$ cat src/rtl/spi_req_arbiter.sv
// Round-robin arbiter sharing one SPI_master between NREQ requesters.
// Ports: req/req_data/req_mode/cfg_rate in, gnt/done/err/busy out,
//        in_DATA/mode/clk_RATE/ss_trig to SPI_master, sl_se from SPI_master.
module spi_req_arbiter #(
    parameter int NREQ    = 4,
    parameter int TRIG_W  = 2,
    parameter int TIMEOUT = 1023,
    parameter bit SS_ACT  = 1'b0
) (
    input  logic              clk,
    input  logic              rst_n,
    input  logic [NREQ-1:0]   req,
    input  logic [8*NREQ-1:0] req_data,
    input  logic [2*NREQ-1:0] req_mode,
    input  logic [4:0]        cfg_rate,
    output logic [NREQ-1:0]   gnt,
    output logic [NREQ-1:0]   done,
    output logic              err,
    output logic              busy,
    output logic [7:0]        in_DATA,
    output logic [1:0]        mode,
    output logic [4:0]        clk_RATE,
    output logic              ss_trig,
    input  logic              sl_se
);
    localparam int PW = $clog2(NREQ);

    typedef enum logic [2:0] {
        S_IDLE, S_LOAD, S_TRIG, S_WAIT, S_BUSY, S_DONE, S_ERR
    } state_t;

    state_t        state, state_nx;
    logic [PW-1:0] ptr, win, pick;
    logic [9:0]    timer;
    logic [15:0]   tcnt;
    logic          ss_s1, ss_s2;
    logic          ss_on;
    logic          trig_end;
    logic          tmo;
    int            idx;

    assign ss_on    = (ss_s2 == SS_ACT);
    assign trig_end = (tcnt == 16'(TRIG_W - 1));
    // Leaving on this edge puts ERR exactly TIMEOUT cycles after WAIT entry.
    assign tmo      = (timer == 10'(TIMEOUT - 1));

    // Search downward so the last hit is the nearest one at or after ptr.
    always_comb begin
        pick = ptr;
        idx  = 0;
        for (int k = NREQ - 1; k >= 0; k--) begin
            idx = (int'(ptr) + k) % NREQ;
            if (req[PW'(idx)]) pick = PW'(idx);
        end
    end

    always_ff @(posedge clk or negedge rst_n) begin
        if (!rst_n) state <= S_IDLE;
        else        state <= state_nx;
    end

    always_comb begin
        state_nx = state;
        unique case (state)
            S_IDLE: if (|req) state_nx = S_LOAD;
            S_LOAD: state_nx = S_TRIG;
            S_TRIG: if (trig_end) state_nx = S_WAIT;
            S_WAIT: begin
                if (ss_on)    state_nx = S_BUSY;
                else if (tmo) state_nx = S_ERR;
            end
            S_BUSY: begin
                if (!ss_on)   state_nx = S_DONE;
                else if (tmo) state_nx = S_ERR;
            end
            S_DONE:  state_nx = S_IDLE;
            S_ERR:   state_nx = S_IDLE;
            default: state_nx = S_IDLE;
        endcase
    end

    always_comb begin
        busy    = (state != S_IDLE);
        ss_trig = (state == S_TRIG);
        err     = (state == S_ERR);
        done    = (state == S_DONE || state == S_ERR) ? gnt : '0;
    end

    always_ff @(posedge clk or negedge rst_n) begin
        if (!rst_n) begin
            ss_s1    <= ~SS_ACT;
            ss_s2    <= ~SS_ACT;
            ptr      <= '0;
            win      <= '0;
            gnt      <= '0;
            in_DATA  <= '0;
            mode     <= '0;
            clk_RATE <= '0;
            timer    <= '0;
            tcnt     <= '0;
        end else begin
            ss_s1 <= sl_se;
            ss_s2 <= ss_s1;
            if (state == S_IDLE) win <= pick;
            if (state == S_LOAD) begin
                gnt      <= NREQ'(1) << win;
                in_DATA  <= req_data[8*win +: 8];
                mode     <= req_mode[2*win +: 2];
                clk_RATE <= cfg_rate;
            end
            tcnt <= (state == S_TRIG) ? tcnt + 16'd1 : '0;
            if ((state == S_TRIG && trig_end) ||
                (state == S_WAIT && ss_on))
                timer <= '0;
            else if ((state == S_WAIT || state == S_BUSY) && timer != '1)
                timer <= timer + 10'd1;
            if (state == S_DONE || state == S_ERR) begin
                gnt <= '0;
                ptr <= (win == PW'(NREQ - 1)) ? '0 : win + 1'b1;
            end
        end
    end
endmodule

$ cat config.mk
export PLATFORM = sky130hd
export DESIGN_NAME = spi_req_arbiter
export DESIGN_NICKNAME = d
export VERILOG_FILES = /design/src/rtl/spi_req_arbiter.sv
export SDC_FILE = /design/constraint.sdc
export NUM_CORES = 1
export LEC_CHECK = 0
export ABC_AREA = 0
export ABC_CLOCK_PERIOD_IN_PS = 5600
export CORE_MARGIN = 3
export CORE_UTILIZATION = 42
export CTS_BUF_LIST = sky130_fd_sc_hd__clkbuf_8
export DETAILED_ROUTE_END_ITERATION = 6
export GPL_ROUTABILITY_DRIVEN = 1
export GPL_TIMING_DRIVEN = 0
export HOLD_SLACK_MARGIN = 0.06
export PLACE_DENSITY = 0.8
export SYNTH_ARGS = -nofsm -noshare
export SYNTH_HDL_FRONTEND = slang
export SYNTH_SLANG_ARGS = --single-unit
$ cat constraint.sdc
create_clock -name clk -period 5.6 [get_ports clk]
set_input_delay 0.56 -clock clk [delete_from_list [all_inputs] [get_ports clk]]
set_output_delay 0.56 -clock clk [all_outputs]
set_load 0.01 [all_outputs]
==> results of run 1 <==
-- sequential cells by signal (all words and copies together), names as in the netlist --
name	count
tcnt	16
timer	10
in_DATA	8
clk_RATE	5
gnt	4
state	3
mode	2
ptr	2
win	2
ss_s1	1
ss_s2	1
-- synth_stat cells, types with 9 or more instances --
library cell	instances
dfrtp_1	52
nor2_1	21
mux2_2	17
nand2_1	16
inv_1	13
and3_1	11
a21oi_1	10
mux4_2	10
nand4_1	10
nand3_1	9
-- metrics by stage --
stage	util	total power, mW	hold slack, ns
final	0.5997	1.603	0.1304
after global routing	0.5997	1.724	0.1306
after CTS	0.5997	1.625	0.1401
after detailed placement	0.5858	1.393	0.3548
after global placement	0.5835	1.367	0.3455
after floorplan	-	1.067	0.2644
-- area by class of cell --
class,count,area (um^2),share of cell area
multi-input cells,188,1444,0.3666
flip-flops and latches,54,1354,0.3437
repair buffers,78,785.8,0.1995
well taps,93,116.4,0.02954
plain buffers,13,98.84,0.02510
clock buffers,5,68.82,0.01747
inverters,13,48.80,0.01239
clock inverters,3,22.52,0.005718
-- routing by layer --
metal	vias up	share of wire	global-route usage
li1	1162	-	-
met1	1169	0.44	0.2303
met2	42	0.51	0.2801
met3	11	0.030	0.03339
met4	0	0.022	0.06130
met5	-	0	0
-- cells by family after synthesis --
group	Yosys count	synth area share
adder cells (fa/ha/maj)	8	0.03399
flip-flops	54	0.4596
AO/OA/AOI/OAI	40	0.09007
buffers and inverters	26	0.05012
AND/OR/NAND/NOR	97	0.1767
XOR/XNOR	15	0.04461
multiplexers	28	0.1449
-- worst min-delay path by stage --
stage / start / to / slack, ns
after floorplan: rst_n / clk_RATE[0] / 0.26
after global placement: ss_s1 / ss_s2 / 0.35
after detailed placement: ss_s1 / ss_s2 / 0.35
after CTS: rst_n / timer[4] / 0.14
after global routing: rst_n / timer[4] / 0.13
final: rst_n / timer[4] / 0.13
-- power groups by stage --
stage          combinational (mW)  clock, mW  sequential (mW)
2_1_floorplan               0.454          0            0.614
3_3_place_gp                0.775          0            0.592
3_5_place_dp                0.794          0            0.599
4_1_cts                     0.800      0.233            0.592
5_1_grt                     0.863      0.253            0.609
6_report                    0.786      0.226            0.591
-- critical path, stage by stage (launching register included) --
cell	delay, ns
dfrtp_1	0.43
clkbuf_1	0.21
nor3_1	0.55
inv_1	0.09
clkdlybuf4s50_1	0.52
==> run metrics, run 1 <==
Tmin final approximately 2.7 ns; port bufs 77; DRT Wirelength approximately 6.7 mm; reg-to-reg slack, setup between 3 and 4 ns; GRT overflow 0; # Post-CTS Setup Buffers 0; 1st-pass router iterations 4; Worst Clk Skew 0.01037 ns; IO Pins 78; Num CTS Buffers 5; leading cell type in the layout, fill and taps excluded clkdlybuf4s50_1; WL/cell between 10 and 15 um; Synth top area share 0.4418; post-synth cell types 48; reg2reg end timer[3]; Max-slew headroom 0.1004; CTS tree built; fill count approximately 550; routability congestion estimate from global placement ~0.86; Die X approximately 90 um; fin crit share 0.4753; CP Launch Type flop; unrepaired setup endpoints after global routing no; Post-synth top flop dfrtp_1; Syn Nets between 300 and 400; final HPWL from detailed placement between 5 and 6 mm; worst r2r src state[2]; start point of the critical path state[2]; CTS Hold Buffers Added 0; Critical Path RT between 5 and 6 ns; Flop pwr share 0.368; core footprint between 6000 and 7000 um^2; Die H 89.74 um; post-synthesis sequential area ratio 0.4596; number of synthesis warnings 0; dpl ws between 3 and 4 ns; clk root buf clkbuf_8; net load switching power 0.5796 mW; total placed cells including tap cells ~440; cts repair resizes 0; # nets final 413; Cell Rows 29; fin area 3939 um^2; largest net degree at the start of global routing 42; Power Internal between 1 and 1.5 mW; Area growth syn-to-layout 33.73%; H-Tree Depth 2; Lkg Pwr roughly 1.6 nW; status finished clean; number of global-route vias before repair between 2000 and 2500; Initial DRC Count 115; R2R cell count 3; fraction of registers with async set or reset after synthesis 1.000; P per Cell Area between 400 and 500 nW/um^2; Skew-Pair Late Insertion Delay about 0.31 ns; Critical Path AT roughly 2.1 ns; initial core utilization 0.4485; layout cells sized above 1 0.1299; Comb power frac 0.490; Clock Tree Buf Depth 2; Hold WC Path Type primary input to asynchronous set/reset pin; Mapped Cells roughly 270; die area just over 8000 um^2; pins over their slew limit 0; CTS clock-pin slew for the worst setup and hold paths about 0.11 ns; Syn Area/Cell 10.99 um^2; Net Sw Frac 0.3616; Setup crit end kind primary output; initial antenna violation count 0; most frequent cells in the layout clkdlybuf4s50_1, dfrtp_1, nor2_1; synth top area cells dfrtp_1, mux4_2, mux2_2, ha_1, nor2_1; type of the worst setup path flop to primary output; Setup TNS 0 ns; Peak Freq 375.7 MHz; Area after DPL around 3800 um^2; worst slew pin tran about 1.3 ns; Synth Register Bits 54; Total Routing Usage GR 0.1721; Vias about 2400; PnR worst setup slack around 3 ns; first-pass GRT wire length 11.33 mm; Cell Area, Synth 2945 um^2; final count of hold timing violations 0; clock sink count 54; Routed Antenna Nets 0; maximum vdd ir drop roughly 210 uV; DRC 0; endpoints failing setup 0; Ant. Diodes 0; crit path to busy; non-filler cells, final approximately 450; Clk network pwr share 0.141; number of synthesized flops with an enable pin 0; critical-path maximum fanout 10; Via density ~5.3; max-cap violations 0; area leader, netlist dfrtp_1
Note: power is estimated with default switching activity, not from simulation.
==> inputs of run 2 (changes only) <==
ABC_CLOCK_PERIOD_IN_PS = 2600   (was 5600)
clock period = 2.6 ns   (was 5.6 ns; I/O delays follow)
==> run metrics, run 2 (synthesis gave the netlist of run 1 again) <==
Area growth syn-to-layout 34.07% (was 33.73%); Total Routing Usage GR 0.1721 (unchanged); routability congestion estimate from global placement 0.8570 (unchanged); # nets final 414 (was 413); 1st-pass router iterations 4 (unchanged); clock sink count 54 (unchanged); number of global-route vias before repair 2261 (unchanged); layout cells sized above 1 0.1296 (was 0.1299); most frequent cells in the layout clkdlybuf4s50_1, dfrtp_1, nor2_1 (unchanged); maximum vdd ir drop 451.0 uV (was 209.4 uV); CTS clock-pin slew for the worst setup and hold paths 0.10 ns (was 0.11 ns); # Post-CTS Setup Buffers 0 (unchanged); WHS Endpoint ss_s1; Worst Clk Skew 0.01036 ns (was 0.01037 ns); Area after DPL 3847 um^2 (unchanged); core footprint 6568 um^2 (unchanged); Tmin final 2.362 ns; Die X 89.74 um (unchanged); Routed Antenna Nets 0 (unchanged); pins over their slew limit 0 (unchanged); Critical Path RT 2.34 ns (was 5.04 ns); min-delay src sl_se; dpl ws 0.4775 ns (was 3.270 ns); Cell Rows 29 (unchanged); die area 8053 um^2 (unchanged); WL/cell 14.89 um (was 14.91 um); Max-slew headroom 0.1004 (unchanged); leading cell type in the layout, fill and taps excluded clkdlybuf4s50_1 (unchanged); fin crit share 0.9083; CP max stage delay 0.55 ns (about the same); type of the worst setup path flop to primary output (unchanged); Vias 2387 (was 2384); Die H 89.74 um (unchanged); Setup TNS 0 ns (unchanged); status finished clean (unchanged); initial antenna violation count 0 (unchanged); reg-to-reg slack, setup 0.48 ns (was 3.48 ns); first-pass GRT wire length 11.33 mm (unchanged); critical-path maximum fanout 10 (unchanged); max-cap violations 0 (unchanged); initial core utilization 0.4485 (unchanged); crit-path leading delay family buffers and inverters (unchanged); Initial DRC Count 132 (was 115); crit path cell chain clkbuf_1 -> nor3_1 -> inv_1 -> clkdlybuf4s50_1 (unchanged); Peak Freq around 420 MHz; GRT overflow 0 (unchanged); port bufs 77 (unchanged); worst r2r src state[2] (unchanged); DRC 0 (unchanged); IO Pins 78 (unchanged); H-Tree Depth 2 (unchanged); largest net degree at the start of global routing 42 (unchanged); worst slew pin tran 1.345 ns (unchanged); unrepaired setup endpoints after global routing no (unchanged); final count of hold timing violations 0 (unchanged); Num CTS Buffers 5 (unchanged); Bufs and invs on worst path 3 (unchanged); crit path max-delay cell type nor3_1 (unchanged); P per Cell Area 874.7 nW/um^2 (was 407.0 nW/um^2); PnR worst setup slack 0.2385 ns (was 2.939 ns); worst hold path depth 1; Critical Path AT 2.10 ns (about the same); Setup crit end kind primary output (unchanged); Skew-Pair Late Insertion Delay 0.31 ns (about the same); Clock Tree Buf Depth 2 (unchanged); Ant. Diodes 0 (unchanged); final HPWL from detailed placement 5.108 mm (unchanged); endpoints failing setup 0 (unchanged); CTS tree built (unchanged); non-filler cells, final 448 (was 447); Lkg Pwr 1.612 nW (was 1.607 nW); total placed cells including tap cells 439 (unchanged); cts repair resizes 0 (unchanged); clk root buf clkbuf_8 (unchanged); most flop-heavy register tcnt (unchanged); biggest regs tcnt: 16 flops, timer: 10 flops, in_DATA: 8 flops (unchanged); Via density 5.328 (was 5.333); Hold WC Path Type primary input to flop (was primary input to asynchronous set/reset pin); Power Total 3.454 mW (was 1.603 mW); DRT Wirelength 6.669 mm (was 6.665 mm); max reg flops 16 (unchanged); R2R cell count 3 (unchanged); CP Launch Type flop (unchanged); fin area 3949 um^2 (was 3939 um^2); reg2reg end timer[3] (unchanged); start point of the critical path state[2] (unchanged)
-- run 2: repair_timing --
action	CTS	global route
endpoints found under the setup margin	0	0
hold buffers	1	0
endpoints found under the hold margin	13	0
-- run 2: routing by layer --
layer	routed length [um]	vias up	GRT usage
met5	0	-	0
met4	144	0	0.06130
met3	199	11	0.03255
met2	3372	42	0.2801
met1	2952	1170	0.2308
li1	-	1164	-
-- run 2: worst register-to-register path, delay by kind of cell, from the launching register on --
family / cells / cell delay (ns)
and+or+nand+nor: 1 / 0.16
DFF: 1 / 0.43
AOI/OAI and AO/OA: 1 / 1.16
buffers and inverters: 1 / 0.21
-- run 2: final cells by class --
| cell class | instances | area [um^2] |
|---|---|---|
| well taps | 93 | 116.4 |
| plain buffers | 13 | 98.84 |
| fillers | 543 | 2619 |
| clock inverters | 3 | 22.52 |
| inverters | 13 | 48.80 |
| repair buffers | 79 | 795.8 |
| multi-input cells | 188 | 1444 |
| clock buffers | 5 | 68.82 |
| flip-flops and latches | 54 | 1354 |
-- run 2: worst max-delay path by stage --
stage                       to  slack [ns]  cells past startpoint
global placement    in_DATA[4]       -0.38                      1
CTS                       busy        0.21                      4
floorplan           in_DATA[7]        0.75                      3
finish                    busy        0.24                      4
global route              busy        0.05                      4
detailed placement  in_DATA[4]        0.48                      3
-- run 2: report_power, final --
part / total, mW / internal [mW] / switching [mW]
clock: 0.487 / 0.196 / 0.292
sequential: 1.27 / 1.08 / 0.190
combinational: 1.69 / 0.927 / 0.767
total: 3.45 / 2.21 / 1.25
-- run 2: stage by stage --
stage | util | hold slack [ns]
3_5_place_dp | 0.5858 | 0.1893
4_1_cts | 0.6013 | 0.3521
3_3_place_gp | 0.5835 | 0.3455
5_1_grt | 0.6013 | 0.3372
6_report | 0.6013 | 0.3515
2_1_floorplan | - | -0.03559
